**src/rtl/alu_pkg.sv**
```systemverilog
// Shared definitions for the ALU arbiter: opcode encoding and FSM states.
package alu_pkg;

  localparam int unsigned ALU_OP_W = 3;

  localparam logic [ALU_OP_W-1:0] ALU_AND = 3'd0;
  localparam logic [ALU_OP_W-1:0] ALU_OR  = 3'd1;
  localparam logic [ALU_OP_W-1:0] ALU_ADD = 3'd2;
  localparam logic [ALU_OP_W-1:0] ALU_SUB = 3'd3;
  localparam logic [ALU_OP_W-1:0] ALU_MUL = 3'd4;

  typedef enum logic [1:0] {
    ST_IDLE = 2'd0,
    ST_EXEC = 2'd1,
    ST_RESP = 2'd2
  } arb_state_e;

  // Opcodes above MUL have no ALU meaning and are answered with an error.
  function automatic logic op_legal(input logic [ALU_OP_W-1:0] op);
    return (op <= ALU_MUL);
  endfunction

endpackage

```
**src/rtl/rr_arb2.sv**
```systemverilog
// Two-way grant: a lone requester always wins; on contention the pointer decides.
module rr_arb2 (
  input  logic [1:0] valid_i,
  input  logic       ptr_i,
  output logic [1:0] grant_o
);

  // One-hot grant; zero when nobody is requesting.
  always_comb begin
    grant_o = 2'b00;
    if (valid_i == 2'b11) begin
      grant_o = ptr_i ? 2'b10 : 2'b01;
    end else begin
      grant_o = valid_i;
    end
  end

endmodule

```
**src/rtl/alu_arbiter.sv**
```systemverilog
// Shares one external combinational ALU between two requesters.
//
// state   | meaning
// --------+-----------------------------------------------------------
// ST_IDLE | waiting; ready shown to the granted requester, accept captures op
// ST_EXEC | captured op driven to the ALU, result registered at cycle end
// ST_RESP | result presented to the owner until it is consumed
module alu_arbiter
  import alu_pkg::*;
(
  input  logic                clk_i,
  input  logic                rst_i,
  input  logic                req0_valid_i,
  output logic                req0_ready_o,
  input  logic [31:0]         req0_data1_i,
  input  logic [31:0]         req0_data2_i,
  input  logic [ALU_OP_W-1:0] req0_ctrl_i,
  input  logic                req1_valid_i,
  output logic                req1_ready_o,
  input  logic [31:0]         req1_data1_i,
  input  logic [31:0]         req1_data2_i,
  input  logic [ALU_OP_W-1:0] req1_ctrl_i,
  output logic                rsp0_valid_o,
  input  logic                rsp0_ready_i,
  output logic [31:0]         rsp0_data_o,
  output logic                rsp0_zero_o,
  output logic                rsp0_err_o,
  output logic                rsp1_valid_o,
  input  logic                rsp1_ready_i,
  output logic [31:0]         rsp1_data_o,
  output logic                rsp1_zero_o,
  output logic                rsp1_err_o,
  output logic [31:0]         alu_data1_o,
  output logic [31:0]         alu_data2_o,
  output logic [ALU_OP_W-1:0] alu_ctrl_o,
  input  logic [31:0]         alu_data_i,
  input  logic                alu_zero_i
);

  arb_state_e          state_q, state_d;
  logic                ptr_q, ptr_d;
  logic                owner_q, owner_d;
  logic [31:0]         d1_q, d1_d;
  logic [31:0]         d2_q, d2_d;
  logic [ALU_OP_W-1:0] ctrl_q, ctrl_d;
  logic [31:0]         res_q, res_d;
  logic                zero_q, zero_d;
  logic                err_q, err_d;
  logic [1:0]          grant;
  logic                rsp_done;

  rr_arb2 u_arb (
    .valid_i (({req1_valid_i, req0_valid_i})),
    .ptr_i   (ptr_q),
    .grant_o (grant)
  );

  // State, pointer, captured operands and result register.
  always_ff @(posedge clk_i) begin
    if (rst_i) begin
      state_q <= ST_IDLE;
      ptr_q   <= 1'b0;
      owner_q <= 1'b0;
      d1_q    <= '0;
      d2_q    <= '0;
      ctrl_q  <= '0;
      res_q   <= '0;
      zero_q  <= 1'b0;
      err_q   <= 1'b0;
    end else begin
      state_q <= state_d;
      ptr_q   <= ptr_d;
      owner_q <= owner_d;
      d1_q    <= d1_d;
      d2_q    <= d2_d;
      ctrl_q  <= ctrl_d;
      res_q   <= res_d;
      zero_q  <= zero_d;
      err_q   <= err_d;
    end
  end

  // Next-state, handshakes and ALU drive.
  always_comb begin
    state_d      = state_q;
    ptr_d        = ptr_q;
    owner_d      = owner_q;
    d1_d         = d1_q;
    d2_d         = d2_q;
    ctrl_d       = ctrl_q;
    res_d        = res_q;
    zero_d       = zero_q;
    err_d        = err_q;
    req0_ready_o = 1'b0;
    req1_ready_o = 1'b0;
    alu_data1_o  = '0;
    alu_data2_o  = '0;
    alu_ctrl_o   = '0;
    rsp_done     = owner_q ? rsp1_ready_i : rsp0_ready_i;

    case (state_q)
      ST_IDLE: begin
        req0_ready_o = grant[0];
        req1_ready_o = grant[1];
        if (grant != 2'b00) begin
          owner_d = grant[1];
          d1_d    = grant[1] ? req1_data1_i : req0_data1_i;
          d2_d    = grant[1] ? req1_data2_i : req0_data2_i;
          ctrl_d  = grant[1] ? req1_ctrl_i  : req0_ctrl_i;
          state_d = ST_EXEC;
        end
      end
      ST_EXEC: begin
        if (op_legal(ctrl_q)) begin
          alu_data1_o = d1_q;
          alu_data2_o = d2_q;
          alu_ctrl_o  = ctrl_q;
          res_d       = alu_data_i;
          zero_d      = alu_zero_i;
          err_d       = 1'b0;
        end else begin
          // Keep the ALU on a harmless add of zeros; the answer is fixed.
          alu_ctrl_o = ALU_ADD;
          res_d      = '0;
          zero_d     = 1'b1;
          err_d      = 1'b1;
        end
        state_d = ST_RESP;
      end
      ST_RESP: begin
        if (rsp_done) begin
          ptr_d   = ~owner_q;
          state_d = ST_IDLE;
        end
      end
      default: state_d = ST_IDLE;
    endcase
  end

  // Response outputs are visible only to the owner while in RESP.
  always_comb begin
    rsp0_valid_o = (state_q == ST_RESP) && !owner_q;
    rsp1_valid_o = (state_q == ST_RESP) &&  owner_q;
    rsp0_data_o  = rsp0_valid_o ? res_q  : '0;
    rsp0_zero_o  = rsp0_valid_o ? zero_q : 1'b0;
    rsp0_err_o   = rsp0_valid_o ? err_q  : 1'b0;
    rsp1_data_o  = rsp1_valid_o ? res_q  : '0;
    rsp1_zero_o  = rsp1_valid_o ? zero_q : 1'b0;
    rsp1_err_o   = rsp1_valid_o ? err_q  : 1'b0;
  end

endmodule

```
**config.mk**
```make
export PLATFORM = sky130hd
export DESIGN_NAME = alu_arbiter
export DESIGN_NICKNAME = d
export VERILOG_FILES = /design/src/rtl/alu_pkg.sv /design/src/rtl/rr_arb2.sv /design/src/rtl/alu_arbiter.sv
export SDC_FILE = /design/constraint.sdc
export NUM_CORES = 1
export LEC_CHECK = 0
export BUFFER_PORTS_ARGS = -buffer_cell sky130_fd_sc_hd__buf_2
export CAP_MARGIN = 20
export CORE_AREA = 2 2 122 124
export DETAILED_ROUTE_END_ITERATION = 10
export DIE_AREA = 0 0 124 126
export GPL_ROUTABILITY_DRIVEN = 0
export PLACE_DENSITY = 0.75
export SYNTH_ARGS = -nofsm -noshare
export SYNTH_HDL_FRONTEND = slang
export SYNTH_SLANG_ARGS = --single-unit
export TNS_END_PERCENT = 1
```
**constraint.sdc**
```tcl
create_clock -name clk_i -period 1.8 [get_ports clk_i]
set_input_delay 0.18 -clock clk_i [delete_from_list [all_inputs] [get_ports clk_i]]
set_output_delay 0.18 -clock clk_i [all_outputs]
set_load 0.02 [all_outputs]
```
-- Word level (Yosys, flattened, before mapping)
Cells that the tools add are included.
- flip-flop bits (word level): 105
- bits in latches: 0
- RAM bits: 0
- ROM bits: 0
- input bits: 173
- word-level logic and storage cells: 50
- memories: 0
- add/sub/neg operators: 0
- multipliers: 0
- div/mod/pow operators: 0
- magnitude comparators: 1
- equal/unequal tests: 5
- shifts and indexed selects: 0
- muxes and demuxes: 26
- bitwise gates (word level): 1
- reduce and logical (&&, ||, !) cells: 8
- operators with widths (cell ; count):
    32-bit two-way mux ; 9
    1-bit two-way mux ; 9
    3-bit two-way mux ; 3
    2-bit two-way mux ; 4
    2-bit case mux with 3 select lines ; 1
    2-bit AND reduction ; 3
    2-bit equality test (second input constant) ; 2
    2-bit inequality test (second input constant) ; 2
    3-bit <= comparator (second input constant) ; 1
    2-bit by 1-bit equality test with 1-bit output (second input constant) ; 1
    1-bit logical AND ; 2
    2-bit zero test ; 1
    2-bit nonzero test ; 1
    1-bit zero test ; 1
    1-bit NOT ; 1

-- Longest topological paths before layout
Gate-level depths: netlist (run 1).
- depth in word-level cells: 5
- depth in mapped cells: 8
- depth with buffers taken out: 3

-- Cells and area by module
A second synthesis (run 1) with hierarchy kept.
- cell total of the unflattened synthesis: 639
- area total of the unflattened synthesis: 5445.2 µm²
- by module, submodules not included (module ; instances ; cells an instance ; area each (µm²)):
    alu_arbiter ; 1 ; 636 ; 5426.5
    rr_arb2 ; 1 ; 3 ; 18.8

-- Worst setup path before layout (run 1)
Ideal clock, no wire load.
- path type: register to output
- start point: register state_q[1]
- end point: output port rsp0_data_o[22]
- data arrival time: 1.488 ns
- data required time: 1.620 ns
- slack: 0.132 ns
- cell stages (with the launch flop): 5
- cells stage by stage: dfxtp_1 nor2b_1 nor2b_1 clkbuf_1 and2_1
- cells in the longest elaborated chain, start to end: 3
- RTL lines (what ; line ; RTL):
    from (decl) ; alu_arbiter.sv:40 ; arb_state_e state_q, state_d;
    from (signal assigned) ; alu_arbiter.sv:71 ; state_q <= state_d;
    2-bit equality test ; alu_arbiter.sv:142 ; rsp0_valid_o = (state_q == ST_RESP) && !owner_q;
    1-bit logical AND ; alu_arbiter.sv:142 ;
    net rsp0_valid_o ; alu_arbiter.sv:23 ; output logic rsp0_valid_o,
    32-bit two-way mux ; alu_arbiter.sv:144 ; rsp0_data_o = rsp0_valid_o ? res_q : '0;
    to (decl) ; alu_arbiter.sv:25 ; output logic [31:0] rsp0_data_o,
The timed path passes the listed nets, and every way through them passes these cells.

-- Final worst setup path (run 1)
- start point: register ctrl_q[0]
- end point: output port alu_data2_o[1]
- cells in the longest elaborated chain, start to end: 3
- RTL lines (what ; line ; RTL):
    from (decl) ; alu_arbiter.sv:45 ; logic [ALU_OP_W-1:0] ctrl_q, ctrl_d;
    from (signal assigned) ; alu_arbiter.sv:76 ; ctrl_q <= ctrl_d;
    3-bit <= comparator ; alu_pkg.sv:20 ; return (op <= ALU_MUL);
    32-bit two-way mux ; alu_arbiter.sv:114 ; if (op_legal(ctrl_q)) begin
    32-bit two-way mux ; alu_arbiter.sv:101 ; case (state_q)
    to (decl) ; alu_arbiter.sv:34 ; output logic [31:0] alu_data2_o,
Every way passes these cells.

==> results of run 1 <==
==> power by group <==
part	total, µW	internal, µW	switching [µW]
logic	1830	832	996
registers	2740	2570	165
clock network	2010	1150	862
==> how the worst max path moves through the flow <==
| stage | end | slack, ns | cells after the start | from |
|---|---|---|---|---|
| after floorplan | rsp0_data_o[22] | 0.13 | 4 | state_q[1] |
| after global placement | alu_data2_o[1] | 0.17 | 5 | ctrl_q[0] |
| after detailed placement | alu_data2_o[1] | 0.14 | 5 | ctrl_q[0] |
| after CTS | alu_data2_o[10] | -0.13 | 7 | ctrl_q[0] |
| after global routing | alu_data2_o[1] | -0.15 | 6 | ctrl_q[0] |
| final | alu_data2_o[1] | -0.10 | 6 | ctrl_q[0] |
==> cells in the final DEF, fill, tap and decap left out, drive strengths merged <==
| master | n |
|---|---|
| and2 | 100 |
| nor2b | 5 |
| nor3 | 1 |
| a311oi | 67 |
| o21ai | 67 |
| a32oi | 1 |
| clkbuf | 17 |
| or2 | 2 |
| and3 | 37 |
| diode | 1 |
| clkinvlp | 1 |
| buf | 341 |
| a211oi | 1 |
| or3b | 1 |
| nand2b | 2 |
| nand2 | 65 |
| mux2i | 1 |
| nor2 | 5 |
| a21oi | 105 |
| dfxtp | 105 |
| a31o | 1 |
| bufinv | 1 |
| a2111oi | 1 |
| nand3 | 68 |
| inv | 4 |
==> synth_stat cells <==
| master | n | area (µm²) |
|---|---|---|
| a21oi_1 | 105 | 525.5 |
| dfxtp_1 | 105 | 2102 |
| and2_1 | 100 | 625.6 |
| clkbuf_1 | 76 | 285.3 |
| nand3_1 | 68 | 340.3 |
| o21ai_0 | 67 | 335.3 |
| nand2_1 | 65 | 244.0 |
| a311oi_1 | 48 | 420.4 |
| and3_1 | 37 | 231.5 |
| a311oi_2 | 19 | 285.3 |
| buf_2 | 9 | 45.04 |
| nor2b_1 | 5 | 31.28 |
| nor2_1 | 4 | 15.01 |
| buf_6 | 3 | 33.78 |
| inv_1 | 3 | 11.26 |
| nand2b_1 | 2 | 12.51 |
| or2_1 | 2 | 12.51 |
| a2111oi_0 | 1 | 8.760 |
| a211oi_1 | 1 | 7.510 |
| a31o_2 | 1 | 8.760 |
| a32oi_1 | 1 | 8.760 |
| buf_1 | 1 | 3.750 |
| buf_4 | 1 | 7.510 |
| inv_2 | 1 | 3.750 |
| mux2i_1 | 1 | 10.01 |
| nor2_2 | 1 | 6.260 |
| nor3_1 | 1 | 5.000 |
| or3b_1 | 1 | 8.760 |
==> critical path, stage by stage (launching register included) <==
cell and delay [ns]:
dfxtp_2 0.33, or2_4 0.25, a21oi_4 0.20, buf_12 0.17, buf_12 0.13, and2_4 0.17, buf_6 0.12
==> metal layers <==
layer / track usage / vias to the layer above / wire length [µm]
met5: 0 / - / 0
met2: 0.4289 / 333 / 10290
met4: 0.07403 / 0 / 304
met1: 0.3222 / 3012 / 8523
li1: - / 3133 / -
met3: 0.04982 / 25 / 1883
==> per-stage QoR <==
step                setup TNS (ns)  hold slack [ns]  setup WS [ns]
floorplan                        0           0.3144         0.1319
global placement                 0           0.4218         0.1660
detailed placement               0           0.4272         0.1365
CTS                         -3.864          0.05667        -0.1288
global route                -9.549          0.06641        -0.1463
finish                      -4.263          0.07221        -0.1005
==> repair_timing <==
action,CTS,global route
setup endpoints to repair,136,134
cloned,2,3
pin swaps,23,13
resized for setup,149,37
setup buffers,3,3
==> registers in the layout, summed over array words and instances, names as in the netlist, 2 cells and up <==
name	flops
d1_q	32
state_q	2
ctrl_q	3
d2_q	32
res_q	32
==> logic make-up (layout without fill, tap and decap cells) <==
| kind of cell | after synthesis | in the layout |
|---|---|---|
| flops | 105 | 105 |
| simple gates | 286 | 286 |
| compound gates | 243 | 243 |
| buf+inv | 94 | 364 |
| mux | 1 | 1 |
| other cells | 0 | 1 |
==> area by class of cell <==
cell class / instances / area, µm²
fillers: 1311 / 5917
repair buffers: 345 / 2447
inverters: 4 / 15.01
clock buffers: 13 / 260.3
multi-input cells: 530 / 3293
clock inverters: 2 / 37.54
flip-flops and latches: 105 / 2111
diodes: 1 / 2.502
well taps: 184 / 230.2
==> metrics.txt, run 1 <==
status finished, violations left; failing checks setup timing; final instance area 8397 µm²; Initial Utilization 0.3937; Avg Synthesized Cell Area 7.730 µm²; Routed WL 21,000 µm; HP Start alu_data_i[28]; Final Instance Count excl. Fillers ~1,200; Synth Area in XOR/XNOR 0; Cells after DPL 1,158; worst setup margin -0.1005 ns; Worst-Margin Slew 0.7011 ns; antenna violations before repair 1; Compound-Gate Fraction of Synth Area 0.2840; CTS tree done; global-route wire length before repair about 31,000 µm; Vias/cell ~5.5; RSZ-0062 raised after global routing true; Die Span Y 126 µm; hold crit path type input pin to flip-flop; setup violators final 65; Worst Path Required 1.62 ns; root cell of the clock tree clkbuf_16; layout cell share with drive strength beyond 1 0.4394; max-cap violations 0; reg-to-reg startpoint ctrl_q[0]; clk_lat worst skew 0.35 ns; DP HPWL 13,470 µm; Synth warnings 0; total CTS buffers 9; vias in the first global route 6,051; final hold violation count 0; num rows 44; Worst EP arrival roughly 1.7 ns; synthesized area around 5600 µm²; CTS Sinks approximately 110; Util after Layout 0.5866; H-Tree Depth 3; Nets 1,168; Layout area overhead 49.00%; fmax 526.2 MHz; gr ovfl total 0; Max VDD drop 603.9 µV; CTS clk-pin slew, worst paths approximately 0.070 ns; largest family of logic cells by synthesized area compound AO/OA/AOI/OAI gates; die area about 16,000 µm²; simple-gate share of the synthesized area 0.2720; Mapped Nets approximately 900; CP Launch Type flip-flop; PortBufs ~310; overall routing resource usage 0.2525; critical path class flip-flop to output port; minimum clock period between 1.5 and 2 ns; worst-path fanout max 8; power per cell area 783.3 nW/µm²; Syn Inst Count 729; Post-Synth Adder-Cell Area 0; Pwr Total about 6600 µW; Iter 0 DRT Violations 396; worst r2r path cells 4; CP Capture Type output port; Leakage between 0.003 and 0.004 µW; Seq cells post-synth approximately 110; Avg WL per Cell about 18 µm; Max clock buf depth 2; Hold EP res_q[28]; Worst Skew 0.007022 ns; via count 6,503; Worst R2R End res_q[25]; DRC viols 0; core outline area between 10,000 and 15,000 µm²; # IOs 312; post-route ant nets 0; library cells used by synthesis 28; placed instance area 7400 µm²; largest net degree at the start of global routing 70; mux share of post-synthesis cell area 0.001776; register area share after synthesis 0.3730; Slew Limit Fails 0; Rel. slew slack 0.5326; FF-to-FF setup slack 0.32 ns; fin crit share 1.056; cts hold-fix bufs 0; router iterations before antenna repair 5; hold path cells 3; Die Width 124 µm
Note: power is estimated with default switching activity, not from simulation.
==> run 2: changes to the inputs <==
CORE_AREA = 2 2 120 122   (was 2 2 122 124)
DIE_AREA = 0 0 122 124   (was 0 0 124 126)
PLACE_DENSITY = 0.76   (was 0.75)
SYNTH_HIERARCHICAL = 1   (was unset)
==> run 2 against run 1 <==
  * The run still ends with setup timing left
  * Sequential power barely moved
  * Worst hold slack got worse by 0.0015 ns
  * Critical path type unchanged
  * Worst setup slack improved by 0.024 ns
  * Synthesized area fell by 3.4%
  * Core utilization rose by 1.5 points
  * Die area fell by 3.2%
  * Clock power fell by 4%
  * Critical endpoint is now alu_data1_o[16]
  * Non-clock buffer count fell by 1
  * Cell count fell by 6.3%
  * Sequential share of layout area rose by 0.39 points
==> metrics.txt, run 2 <==
status finished, violations left; failing checks setup timing; commonest cells after routing, fill and taps aside 247 x buf_2, 103 x a21oi_1, 101 x dfxtp_1; Final TNS setup -2.435 ns (+1.829 ns); global-route wire length before repair 26,790 µm (-15%); CP Launch Type flip-flop; Max clock buf depth 2 (unchanged); Mapped Nets 812 (-10%); dominant cell by count in the synthesized netlist dfxtp_1; crit path from ctrl_q[1]; hold crit path type input pin to flip-flop; Synth warnings 6 (+6); power per cell area 772.4 nW/µm² (-1.4%); clk_lat worst skew 0.34 ns (about the same); combinational share of power 0.270 (-0.008); DRC viols 0 (unchanged); Max VDD drop 375.6 µV (-38%); antenna violations before repair 0 (-1); post-route ant nets 0 (unchanged); synthesized area 5445 µm² (-3.4%); Worst Skew 0.004351 ns (-0.002671 ns); num rows 43 (-2.3%); Leakage 0.003920 µW (+2.0%); Avg Synthesized Cell Area 8.521 µm² (+10%); die area 15,130 µm² (-3.2%); minimum clock period 1.877 ns (-0.02369 ns); Syn Inst Count 639 (-12%); PortBufs 311 (unchanged); fin crit share 1.043 (-0.01316); Worst EP arrival 1.70 ns (-0.02 ns); Yosys top cell area share 0.3860 (+0.01303); worst r2r path cells 6 (+2); CTS clk-pin slew, worst paths 0.07 ns (about the same); Avg WL per Cell 16.43 µm (-7.4%); Pwr Total 6374 µW (-3.1%); biggest regs d1_q x32, d2_q x32, res_q x32; max-cap violations 0 (unchanged); cell accounting for the most synthesized area dfxtp_1; Rel. slew slack 0.5624 (+0.02982); total CTS buffers 9 (unchanged); Nets 1,099 (-5.9%); Die Span Y 124 µm (-1.6%); reg-to-reg startpoint ptr_q; Antenna Cells 0 (-1); P_int 4455 µW (-2.2%); ranking of synthesized cells by area dfxtp_1 39%, mux2i_1 13%, and2_1 12%; CTS Sinks 105 (unchanged); Worst-Margin Slew 0.6564 ns (-0.04473 ns); sw frac 0.3011 (-0.006563); library cells used by synthesis 26 (-7.1%); worst setup margin -0.07677 ns (+0.02369 ns); Vias/cell 5.138 (-6.5%); worst slack, placed 0.09471 ns (-0.04176 ns); Initial Utilization 0.3969 (+0.003193); Net Sw Power 1919 µW (-5.2%); critical path class flip-flop to output port; gr ovfl total 0 (unchanged); Slew Limit Fails 0 (unchanged); core outline area 13,720 µm² (-4.2%); via count 5,703 (-12%); Most used DFF post-synth dfxtp_1; final hold violation count 0 (unchanged); # IOs 312 (unchanged); Synth async-reset ratio 0 (unchanged); FF-to-FF setup slack 0.14 ns (-0.18 ns); Layout area overhead 51.56%; largest net degree at the start of global routing 50 (-29%); Commonest cells post-synth 105 x dfxtp_1, 104 x a21oi_1, 102 x and2_1; Die Width 122 µm (-1.6%); register area share after synthesis 0.3860 (+0.01303); Iter 0 DRT Violations 266 (-33%); H-Tree Depth 3 (unchanged); Clock Power Share 0.303 (-0.003); Post-synth EDFFs 0 (unchanged); overall routing resource usage 0.2276 (-0.02495); CTS tree done; router iterations before antenna repair 4 (-1); setup violators final 65 (unchanged); vias in the first global route 5,403 (-11%); worst-path fanout max 8 (unchanged); number of fill cells 1,176 (-10%); fmax 532.8 MHz (+1.3%); Reg power frac 0.427 (+0.011); Worst R2R End d1_q[31]; Setup crit end alu_data1_o[16]; Seq cells post-synth 105 (unchanged); RSZ-0062 raised after global routing true; Worst Path Required 1.62 ns (about the same); Routed WL 18,230 µm (-13%); DP HPWL 12,640 µm (-6.2%); CP Capture Type output port; commonest non-fill, non-tap cell in the layout buf_2; layout cell share with drive strength beyond 1 0.4828 (+0.04336); root cell of the clock tree clkbuf_16
-- run 2: changes by cell type in the layout (fill, tap and decap cells not counted), sizes merged, moves of 2 or more --
cell / change
a211oi: +67
a311oi: -67
mux2i: +67
nand3: -67
o21ai: -67
clkbuf: -5
a21boi: +3
and2: +2
clkinvlp: +2
-- run 2: layout make-up --
type / instances / area (µm²) / share of cell area
multi-input cells: 462 / 3224 / 0.3907
repair buffers: 344 / 2395 / 0.2902
flip-flops and latches: 105 / 2107 / 0.2553
clock buffers: 10 / 229.0 / 0.02774
well taps: 180 / 225.2 / 0.02729
clock inverters: 5 / 57.56 / 0.006974
inverters: 4 / 15.01 / 0.001819
-- run 2: per-stage QoR --
step,instance area (µm²),std cells,hold slack (ns),utilization
final,8253,1110,0.07075,0.6016
after floorplan,5445,639,0.3144,-
after global placement,7256,1086,0.4225,0.5289
after global routing,8253,1110,0.06965,0.6016
after detailed placement,7256,1086,0.4292,0.5289
after CTS,8021,1105,0.05191,0.5847
-- run 2: cell families (layout without fill, tap and decap cells) --
logic type | after synthesis | in the layout | share of synthesized area
AOI/OAI and AO/OA | 178 | 178 | 0.2169
buffers and inverters | 72 | 363 | 0.05606
DFF | 105 | 105 | 0.3860
muxes | 68 | 68 | 0.1250
and+or+nand+nor | 216 | 216 | 0.2160
-- run 2: critical path: stages, from the launching register on --
cell	delay, ns
dfxtp_2	0.32
or2_4	0.27
a21oi_4	0.17
buf_6	0.17
clkbuf_16	0.17
and2_4	0.15
buf_6	0.11
-- run 2: worst min path at each step --
stage / startpoint / endpoint / slack [ns] / cells past startpoint
global route: alu_data_i[3] / res_q[3] / 0.07 / 3
finish: alu_data_i[26] / res_q[26] / 0.07 / 3
CTS: alu_data_i[9] / res_q[9] / 0.05 / 3
global placement: alu_data_i[26] / res_q[26] / 0.42 / 3
detailed placement: alu_data_i[19] / res_q[19] / 0.43 / 3
floorplan: alu_zero_i / zero_q / 0.31 / 2
-- run 2: per-layer routing --
metal  GRT usage  wire length (µm)  up-vias
met1      0.2543              7132     2611
met2      0.4159              9254      256
li1            -                 -     2804
met5           0                 0        -
met4     0.09914               488        0
met3     0.04899              1357       32
-- run 2: power groups by stage --
stage                     combinational (µW)  sequential, µW  clock (µW)
after global routing                    1860            2750        2060
after global placement                  1450            2750           0
final                                   1720            2720        1930
after floorplan                          958            2700           0
after CTS                               1620            2710        1990
after detailed placement                1480            2750           0
-- run 2: what timing repair did --
action	4_1_cts	5_1_grt
buffers inserted	2	3
pin swaps	2	51
endpoints found under the setup margin	108	170
gates resized for setup	134	63
endpoints found under the hold margin	0	0
hold buffers	0	0
cloned	2	2
